--- config.mk ---
export PLATFORM = sky130hd
export DESIGN_NAME = fp_add_issue_flat
export DESIGN_NICKNAME = d
export VERILOG_FILES = /design/src/rtl/fp_add_issue_if.sv /design/src/rtl/fp_add_issue.sv /design/src/flat_wrapper.sv
export SDC_FILE = /design/constraint.sdc
export NUM_CORES = 1
export LEC_CHECK = 0
export BUFFER_PORTS_ARGS = -buffer_cell sky130_fd_sc_hd__buf_2
export CORE_ASPECT_RATIO = 1.5
export CORE_MARGIN = 5
export CORE_UTILIZATION = 60
export DETAILED_ROUTE_END_ITERATION = 12
export GPL_TIMING_DRIVEN = 0
export MAX_ROUTING_LAYER = met4
export PLACE_DENSITY = 0.84
export SLEW_MARGIN = 40
export SYNTH_ARGS = -nofsm -noshare
export SYNTH_HDL_FRONTEND = slang
export SYNTH_SLANG_ARGS = --single-unit
--- constraint.sdc ---
create_clock -name clk -period 7 [get_ports clk]
set_input_delay 2.1 -clock clk [delete_from_list [all_inputs] [get_ports clk]]
set_output_delay 2.1 -clock clk [all_outputs]
set_load 0.03 [all_outputs]
--- src/rtl/fp_add_issue_if.sv ---
`default_nettype none
// +--------------------------------------------------------------------------+
// | Module   : fp_add_issue_if                                               |
// | Purpose  : Bundles the operand, adder-link and result signals of         |
// |            fp_add_issue into one interface.                              |
// | Modports : master - environment side (drives operands, add_out,          |
// |                     res_ready)                                           |
// |            slave  - fp_add_issue side                                    |
// | Signals  : in_valid/in_ready/in_a/in_b   operand-pair handshake          |
// |            add_first/add_second          operands to external adder      |
// |            add_out                       adder result (1-cycle latency)  |
// |            res_valid/res_ready/res_data  result handshake                |
// |            in_count                      input FIFO occupancy            |
// | Revision : 1.0 - initial release                                         |
// +--------------------------------------------------------------------------+
interface fp_add_issue_if #(
  parameter int IN_DEPTH = 4
) ();
  localparam int CW = $clog2(IN_DEPTH) + 1;

  logic          in_valid;
  logic          in_ready;
  logic [26:0]   in_a;
  logic [26:0]   in_b;
  logic [26:0]   add_first;
  logic [26:0]   add_second;
  logic [26:0]   add_out;
  logic          res_valid;
  logic          res_ready;
  logic [26:0]   res_data;
  logic [CW-1:0] in_count;

  modport master (
    output in_valid, in_a, in_b, add_out, res_ready,
    input  in_ready, add_first, add_second, res_valid, res_data, in_count
  );

  modport slave (
    input  in_valid, in_a, in_b, add_out, res_ready,
    output in_ready, add_first, add_second, res_valid, res_data, in_count
  );
endinterface
`default_nettype wire

--- src/rtl/fp_add_issue.sv ---
`default_nettype none
// +--------------------------------------------------------------------------+
// | Module   : fp_add_issue                                                  |
// | Purpose  : Buffers operand pairs, issues them to an external adder with  |
// |            one register stage, and collects results into an ordered      |
// |            result buffer with valid/ready output.                        |
// | Ports    : clk  - clock, rising edge                                     |
// |            rst  - asynchronous, active-low reset                         |
// |            bus  - fp_add_issue_if.slave (operand, adder, result signals) |
// | Params   : IN_DEPTH  - operand FIFO depth (power of two, >= 2)           |
// |            RES_DEPTH - result buffer depth (power of two, >= 2)          |
// | Options  : FP_ADD_ZERO_BYPASS_EN - operands with bits [25:0]==0 are      |
// |            treated as zero and the result is formed locally.             |
// | Revision : 1.0 - initial release                                         |
// +--------------------------------------------------------------------------+
module fp_add_issue #(
  parameter int IN_DEPTH  = 4,
  parameter int RES_DEPTH = 2
) (
  input  wire logic    clk,
  input  wire logic    rst,
  fp_add_issue_if.slave bus
);
  localparam int IAW = $clog2(IN_DEPTH);
  localparam int ICW = IAW + 1;
  localparam int RAW = $clog2(RES_DEPTH);
  localparam int RCW = RAW + 1;

  localparam logic [ICW-1:0] IN_FULL   = ICW'(IN_DEPTH);
  localparam logic [RCW:0]   RES_LIMIT = (RCW+1)'(RES_DEPTH);
  localparam logic [26:0]    MAG_MASK  = 27'h3FFFFFF;

  // Operand FIFO
  logic [26:0]    in_a_mem [IN_DEPTH];
  logic [26:0]    in_b_mem [IN_DEPTH];
  logic [IAW-1:0] in_wr_q, in_wr_d;
  logic [IAW-1:0] in_rd_q, in_rd_d;
  logic [ICW-1:0] in_cnt_q, in_cnt_d;

  // Result buffer
  logic [26:0]    res_mem [RES_DEPTH];
  logic [RAW-1:0] res_wr_q, res_wr_d;
  logic [RAW-1:0] res_rd_q, res_rd_d;
  logic [RCW-1:0] res_cnt_q, res_cnt_d;

  logic           inflight_q;

  logic           in_push;
  logic           in_empty;
  logic           issue;
  logic           res_pop;
  logic           res_valid;
  logic [26:0]    head_a;
  logic [26:0]    head_b;
  logic [26:0]    res_wdata;
  logic [RCW:0]   res_commit;

  assign in_empty = (in_cnt_q == '0);
  assign head_a   = in_a_mem[in_rd_q];
  assign head_b   = in_b_mem[in_rd_q];

  assign bus.in_ready = (in_cnt_q < IN_FULL);
  assign in_push      = bus.in_valid && bus.in_ready;
  assign bus.in_count = in_cnt_q;

  assign bus.add_first  = in_empty ? '0 : head_a;
  assign bus.add_second = in_empty ? '0 : head_b;

  assign res_valid     = (res_cnt_q != '0);
  assign res_pop       = res_valid && bus.res_ready;
  assign bus.res_valid = res_valid;
  assign bus.res_data  = res_valid ? res_mem[res_rd_q] : '0;

  // Slots already committed after this cycle's pop: buffered plus the one
  // still in the adder. res_count >= 1 whenever a pop happens, so no underflow.
  assign res_commit = {1'b0, res_cnt_q} + {{RCW{1'b0}}, inflight_q}
                    - {{RCW{1'b0}}, res_pop};
  assign issue      = !in_empty && (res_commit < RES_LIMIT);

`ifdef FP_ADD_ZERO_BYPASS_EN
  logic        a_zero;
  logic        b_zero;
  logic        byp_sel_q, byp_sel_d;
  logic [26:0] byp_val_q, byp_val_d;

  assign a_zero = ((head_a & MAG_MASK) == '0);
  assign b_zero = ((head_b & MAG_MASK) == '0);

  always_comb begin
    byp_sel_d = 1'b0;
    byp_val_d = '0;
    if (issue) begin
      byp_sel_d = a_zero || b_zero;
      if (a_zero && b_zero) byp_val_d = '0;
      else if (a_zero)      byp_val_d = head_b & MAG_MASK;
      else if (b_zero)      byp_val_d = head_a & MAG_MASK;
    end
  end

  always_ff @(posedge clk or negedge rst) begin
    if (!rst) begin
      byp_sel_q <= 1'b0;
      byp_val_q <= '0;
    end else begin
      byp_sel_q <= byp_sel_d;
      byp_val_q <= byp_val_d;
    end
  end

  assign res_wdata = byp_sel_q ? byp_val_q : (bus.add_out & MAG_MASK);
`else
  assign res_wdata = bus.add_out & MAG_MASK;
`endif

  // Next-state for pointers and counters; power-of-two depths wrap naturally.
  always_comb begin
    in_wr_d   = in_wr_q;
    in_rd_d   = in_rd_q;
    in_cnt_d  = in_cnt_q + ICW'(in_push) - ICW'(issue);
    res_wr_d  = res_wr_q;
    res_rd_d  = res_rd_q;
    res_cnt_d = res_cnt_q + RCW'(inflight_q) - RCW'(res_pop);
    if (in_push)    in_wr_d  = in_wr_q + IAW'(1);
    if (issue)      in_rd_d  = in_rd_q + IAW'(1);
    if (inflight_q) res_wr_d = res_wr_q + RAW'(1);
    if (res_pop)    res_rd_d = res_rd_q + RAW'(1);
  end

  always_ff @(posedge clk or negedge rst) begin
    if (!rst) begin
      in_wr_q    <= '0;
      in_rd_q    <= '0;
      in_cnt_q   <= '0;
      res_wr_q   <= '0;
      res_rd_q   <= '0;
      res_cnt_q  <= '0;
      inflight_q <= 1'b0;
    end else begin
      in_wr_q    <= in_wr_d;
      in_rd_q    <= in_rd_d;
      in_cnt_q   <= in_cnt_d;
      res_wr_q   <= res_wr_d;
      res_rd_q   <= res_rd_d;
      res_cnt_q  <= res_cnt_d;
      inflight_q <= issue;
    end
  end

  // Storage arrays carry no reset: their contents are only visible through
  // the occupancy counters, which are reset.
  always_ff @(posedge clk) begin
    if (in_push) begin
      in_a_mem[in_wr_q] <= bus.in_a;
      in_b_mem[in_wr_q] <= bus.in_b;
    end
    if (inflight_q) begin
      res_mem[res_wr_q] <= res_wdata;
    end
  end
endmodule
`default_nettype wire

--- src/flat_wrapper.sv ---
// flat-port wrapper written by rule: the top's interface ports become plain ports
module fp_add_issue_flat 
#(
  parameter int IN_DEPTH  = 4,
  parameter int RES_DEPTH = 2
)
  (clk, rst, bus_in_valid, bus_in_a, bus_in_b, bus_add_out, bus_res_ready, bus_in_ready, bus_add_first, bus_add_second, bus_res_valid, bus_res_data, bus_in_count);
  fp_add_issue_if #(.IN_DEPTH(IN_DEPTH)) bus_i ();
  input  wire logic clk;
  input  wire logic rst;
  input wire logic [$bits(bus_i.in_valid)-1:0] bus_in_valid;
  input wire logic [$bits(bus_i.in_a)-1:0] bus_in_a;
  input wire logic [$bits(bus_i.in_b)-1:0] bus_in_b;
  input wire logic [$bits(bus_i.add_out)-1:0] bus_add_out;
  input wire logic [$bits(bus_i.res_ready)-1:0] bus_res_ready;
  output wire logic [$bits(bus_i.in_ready)-1:0] bus_in_ready;
  output wire logic [$bits(bus_i.add_first)-1:0] bus_add_first;
  output wire logic [$bits(bus_i.add_second)-1:0] bus_add_second;
  output wire logic [$bits(bus_i.res_valid)-1:0] bus_res_valid;
  output wire logic [$bits(bus_i.res_data)-1:0] bus_res_data;
  output wire logic [$bits(bus_i.in_count)-1:0] bus_in_count;
  assign bus_i.in_valid = bus_in_valid;
  assign bus_i.in_a = bus_in_a;
  assign bus_i.in_b = bus_in_b;
  assign bus_i.add_out = bus_add_out;
  assign bus_i.res_ready = bus_res_ready;
  assign bus_in_ready = bus_i.in_ready;
  assign bus_add_first = bus_i.add_first;
  assign bus_add_second = bus_i.add_second;
  assign bus_res_valid = bus_i.res_valid;
  assign bus_res_data = bus_i.res_data;
  assign bus_in_count = bus_i.in_count;
  fp_add_issue #(.IN_DEPTH(IN_DEPTH), .RES_DEPTH(RES_DEPTH)) u_core (.clk(clk), .rst(rst), .bus(bus_i));
endmodule
After elaboration in Yosys (flattened, before gate mapping)
Memory sizes are Yosys's and may differ from the RTL's.
Index checks and enable logic that the tools add are counted.
W data, S select, Z words.
{"block": "op_classes", "add_sub_neg": 10, "multipliers": 0, "n_div": 0, "n_lt_le_gt_ge": 2, "n_eq_ne": 0, "shift": 0, "n_mux": 7, "bitwise_logic": 0, "n_reduce_logical": 6}
{"cell": "$mux W27", "count": 3}
{"cell": "$sub A3 B1 Y3", "count": 2}
{"cell": "$add A2 B1 Y2 const B", "count": 2}
{"cell": "$mux W1", "count": 4}
{"cell": "$add A2 B1 Y3", "count": 1}
{"cell": "$add A3 B1 Y3", "count": 1}
{"cell": "$logic_and A1 B1 Y1", "count": 3}
{"cell": "$logic_not A3 Y1", "count": 1}
{"cell": "$lt A3 B2 Y1 const B", "count": 1}
{"cell": "$lt A3 B3 Y1 const B", "count": 1}
{"cell": "$add A1 B1 Y1 const B", "count": 2}
{"cell": "$add A2 B1 Y2", "count": 1}
{"cell": "$reduce_bool A2 Y1", "count": 1}
{"cell": "$sub A2 B1 Y2", "count": 1}
{"cell": "$logic_not A1 Y1", "count": 1}
{"block": "totals", "ff_bits": 12, "latch_bits": 0, "ramBits": 268, "mem_bits_ro": 0, "in_bits": 85, "output_inout_bits": 86, "elab_cells": 35, "n_memories": 3}
{"memory": "u_core.in_a_mem", "depth": 4, "word_bits": 27, "rd": 1, "rd_clocked_by_memory_dff": 0, "wr": 1, "line_no": "fp_add_issue.sv:34", "source": "logic [26:0] in_a_mem [IN_DEPTH];"}
{"memory": "u_core.in_b_mem", "depth": 4, "word_bits": 27, "rd": 1, "rd_clocked_by_memory_dff": 0, "wr": 1, "line_no": "fp_add_issue.sv:35", "source": "logic [26:0] in_b_mem [IN_DEPTH];"}
{"memory": "u_core.res_mem", "depth": 2, "word_bits": 26, "rd": 1, "rd_clocked_by_memory_dff": 0, "wr": 1, "line_no": "fp_add_issue.sv:41", "source": "logic [26:0] res_mem [RES_DEPTH];"}

Depth between registers and ports, before layout
{"block": "logic_depth", "depth_word": 6, "mapped_depth": 16, "depth_no_buf": 16}

Worst setup path before layout
No wires, ideal clock.
{"block": "synth_timing", "path_kind": "input-to-reg", "start": "in bus_res_ready", "end": "reg u_core.in_cnt_q[2], in the netlist u_core.bus.in_count[2]", "setup_time_ns": 0.135, "t_arrival_ns": 4.572, "slack_ns": 2.293, "cell_stages": 15, "n_path_buf": 0, "cell_sequence": "nor2b_1 > ha_1 > inv_1 > ha_1 > inv_1 > fa_1 > xnor2_1 > and3_1 > ha_1 > inv_1 > ha_1 > inv_1 > fa_1 > xnor2_1 > xnor2_1"}
{"block": "synth_between", "elab_chain_cells": 5}
{"element": "from (decl)", "line_no": "flat_wrapper.sv:15", "source": "input wire logic [$bits(bus_i.res_ready)-1:0] bus_res_ready;"}
{"element": "$logic_and A1 B1 Y1", "line_no": "fp_add_issue.sv:70", "source": "assign res_pop = res_valid && bus.res_ready;"}
{"element": "$sub A3 B1 Y3", "line_no": "fp_add_issue.sv:77", "source": "- {{RCW{1'b0}}, res_pop};"}
{"element": "$lt A3 B2 Y1", "line_no": "fp_add_issue.sv:78", "source": "assign issue = !in_empty && (res_commit < RES_LIMIT);"}
{"element": "$logic_and A1 B1 Y1", "line_no": "fp_add_issue.sv:78"}
{"element": "net u_core.issue", "line_no": "fp_add_issue.sv:50", "source": "logic issue;"}
{"element": "$sub A3 B1 Y3", "line_no": "fp_add_issue.sv:119", "source": "in_cnt_d = in_cnt_q + ICW'(in_push) - ICW'(issue);"}
{"element": "net u_core.in_cnt_d[2]", "line_no": "fp_add_issue.sv:38", "source": "logic [ICW-1:0] in_cnt_q, in_cnt_d;"}
{"element": "to (signal assigned)", "line_no": "fp_add_issue.sv:141", "source": "in_cnt_q <= in_cnt_d;"}
{"element": "to (decl)", "line_no": "fp_add_issue.sv:38"}
The timed path passes the listed nets, and every way through them passes these cells.
A chain may end at the register's enable or synchronous reset.

Worst setup path in the final report
{"block": "layout_timing", "start": "in bus_res_ready", "end": "reg u_core.in_cnt_q[2], in the netlist u_core.bus.in_count[2]"}
{"block": "layout_between", "elab_chain_cells": 5}
{"element": "$logic_and A1 B1 Y1", "line_no": "fp_add_issue.sv:70"}
{"element": "net u_core.res_pop", "line_no": "fp_add_issue.sv:51", "source": "logic res_pop;"}
{"element": "$sub A3 B1 Y3", "line_no": "fp_add_issue.sv:77"}
{"element": "$lt A3 B2 Y1", "line_no": "fp_add_issue.sv:78"}
{"element": "$logic_and A1 B1 Y1", "line_no": "fp_add_issue.sv:78"}
{"element": "net u_core.issue", "line_no": "fp_add_issue.sv:50"}
{"element": "$sub A3 B1 Y3", "line_no": "fp_add_issue.sv:119"}
{"element": "net u_core.in_cnt_d[2]", "line_no": "fp_add_issue.sv:38"}
The timed path passes the listed nets, and every way through them passes these cells.

==> results.md <==
* Post-synthesis cell count at 510
* Root cell of the clock tree: clkbuf_16
* Via count at 5,310
* RSZ-0062 raised after global routing: no
* Remaining DRCs at 0
* RD Place Congestion at 0.746
* Hold depth at 1
* HP Class: flop to flop
* Worst reg-to-reg setup slack at 3.07 ns
* Total wire length at 20,000 um
* Gr ovfl total at 0
* Arr. time, crit path at 4.96 ns
* CTS sink count at 280
* Worst hold margin at 0.532 ns
* Largest net degree at the start of global routing at 34
* Register area share after synthesis at 0.777
* Outcome: finished clean
* Top Ports at 171
* Number of hold buffers added after cts at 0
* Syn avg cell area at 21.1 um2
* Final period utilization at 0.649
* Clk_lat worst skew at 0.51 ns
* Slew HR at 0.499
* Drt wl/cell at 21.2 um
* R2r startpoint: u_core.res_cnt_q[1]$_DFF_PN0_
* Core Box Area at 0.0178 mm2
* First-pass GRT wire length at 31,900 um
* Routed vias/inst at 5.62
* Initial Util at 0.604
* Crit path required time at 7.42 ns
* Setup violators final at 0
* Post-synth top area cell: edfxtp_1
* Die Ht at 174 um
* WS Path Type: input pin to flop
* CTS resizes at 0
* Worst reg-to-reg path cell count at 16
* Die ar. at 0.0207 mm2
* Synth warn at 0
* Syn Nets at 605
* First drt pass iteration count at 4
* Crit path max fanout at 3
* Fin Setup TNS at 0 ns
* Post-CTS Setup Inserts at 0
* Pre-CTS setup slack at 1.94 ns
* Synth top area cells: edfxtp_1 (75%), mux4_2 (11%), and2_1 (3.4%)
* Finished Layout Cells at 945
* Detailed placement HPWL at 13,400 um
* Cell Area, Synth at 0.0107 mm2
* Util after Layout at 0.720
* H-tree Lvls at 1
* Filler cells at 1,054
* Finished Cell Area at 0.0128 mm2
* Max frequency at 220 MHz
* Layout net count at 804
* Hold endpoint: u_core.res_wr_q$_DFFE_PN0P_
* Initial antenna violation count at 2
* Hold Fails Final Rpt at 0
* Die width at 119 um
* #FFs+latches synth at 280
* Area share of the largest cell type after synthesis at 0.749
* PortBufs at 168
* Min-Delay Startpoint: u_core.inflight_q$_DFF_PN0_
* Clock slew seen by the registers of the worst setup and hold paths at 0.07 ns
* Post-route ant nets at 0
* CP Launch Type: input pin
* Max-cap violations at 0
* Max-slew violation count at 0
* Max IR drop VDD at 336 uV
* Layout cells sized above 1 at 0.391
* Initial drt markers at 393
* Final Critical Period at 4.54 ns
* Crit end category: flop
* Number of global-route vias before repair at 5,951
* Pleak at 4.68 nW
* Area grow syn2layout at 19.1%
* Clk buf depth at 3
* Num CTS Buffers at 24
* Yosys cell types at 22
* Clock Skews at 0.00929 ns
* Total GRT Usage at 0.202
* Area of placed instances at 0.0120 mm2
* Tightest Pin Transition at 0.748 ns
* RR Endpoint: u_core.bus.in_count[2]$_DFF_PN0_
* Core Rows at 60
* Setup ws final at 2.46 ns
* Pwr/cell area at 465 mW/mm2
* Tot Pwr at 5.96 mW
* CTS tree: done
* Placed instance count at 900
-- state kept, by name, indices dropped and copies added (netlist names) --
register,flops
u_core.res_wr_q,1
u_core.in_a_mem,108
u_core.in_wr_q,2
u_core.res_mem,52
u_core.in_b_mem,108
u_core.bus.in_count,3
u_core.res_rd_q,1
u_core.in_rd_q,2
u_core.inflight_q,1
u_core.res_cnt_q,2
-- layout by cell type (no fill, tap or decap), types with 4 or more instances in the layout --
cell       instances
inv_1             12
edfxtp_1         268
buf_2            178
buf_12             4
clkinv_2           5
and2_4             4
and2_1            54
clkbuf_16         25
clkinv_1           5
nor2_1            27
mux2i_1           26
ha_1               8
buf_6              5
dfrtp_1           12
clkbuf_1          12
mux4_2            54
xnor2_1            5
bufinv_16          4
-- kinds of logic (layout without fill, tap and decap cells) --
logic type,after synthesis,in the layout,synth area share
buf+inv,37,253,0.0179
xor+xnor,8,8,0.00652
simple gates,93,93,0.0476
compound gates,1,1,0.000465
mux,80,80,0.137
other cells,1,3,0.000349
flops,280,280,0.777
fa+ha+maj,10,10,0.0130
-- synthesized netlist by cell type --
library cell  instances
buf_4                 1
nor2b_1               3
buf_2                10
mux4_2               54
buf_6                 5
and2_1               59
or3_1                 1
inv_1                12
fa_1                  2
clkbuf_1              9
nor2_1               27
edfxtp_1            268
nand2_1               1
mux2i_1              26
xor2_1                3
dfrtp_1              12
conb_1                1
o21ai_0               1
nand4_1               1
and3_1                1
ha_1                  8
xnor2_1               5
-- how the worst max path moves through the flow --
stage | start | end | cells past startpoint
6_report | bus_res_ready | u_core.bus.in_count[2]$_DFF_PN0_ | 16
5_1_grt | bus_res_ready | u_core.bus.in_count[2]$_DFF_PN0_ | 16
3_5_place_dp | bus_res_ready | u_core.bus.in_count[2]$_DFF_PN0_ | 16
4_1_cts | u_core.bus.in_count[2]$_DFF_PN0_ | bus_add_second[19] | 5
3_3_place_gp | bus_in_valid | u_core.in_b_mem[2][13]$_DFFE_PP_ | 4
2_1_floorplan | bus_res_ready | u_core.bus.in_count[2]$_DFF_PN0_ | 15
-- area by class of cell --
| cell class | instances | area (um2) | share of cell area |
|---|---|---|---|
| Multi-Input combinational cell | 193 | 2230 | 0.174 |
| Buffer | 25 | 148 | 0.0115 |
| Timing Repair Buffer | 173 | 948 | 0.0741 |
| Tap cell | 217 | 272 | 0.0212 |
| Inverter | 12 | 45.0 | 0.00352 |
| Clock buffer | 29 | 651 | 0.0508 |
| Sequential cell | 280 | 8350 | 0.652 |
| Antenna cell | 2 | 5.00 | 0.000391 |
| Clock inverter | 14 | 164 | 0.0128 |
-- worst max-delay path, stage by stage --
cell and delay, ns:
buf_2 0.09, nor2b_1 0.15, ha_1 0.34, inv_1 0.07
ha_1 0.13, inv_1 0.05, fa_1 0.38, xnor2_1 0.20
and3_1 0.26, ha_1 0.25, inv_1 0.06, ha_1 0.13
inv_1 0.05, fa_1 0.37, xnor2_1 0.18, xnor2_1 0.14
-- routing by layer --
metal  vias to the layer above  wire (um)  global-route usage
li1                       2385          -                   -
met1                      2716       7430               0.236
met2                       182      10900               0.358
met3                        27       1300              0.0462
met4                         0        339              0.0464
met5                         -          0                   -
-- where the power goes --
| group | total (mW) | internal (mW) | leakage, nW | switching (mW) |
|---|---|---|---|---|
| sequential | 2.22 | 2.13 | 2.58 | 0.0806 |
| clock | 1.36 | 0.807 | 0.403 | 0.550 |
| combinational | 2.39 | 0.882 | 1.70 | 1.50 |
| total | 5.96 | 3.82 | 4.68 | 2.13 |
(Power assumes the default switching activity.)
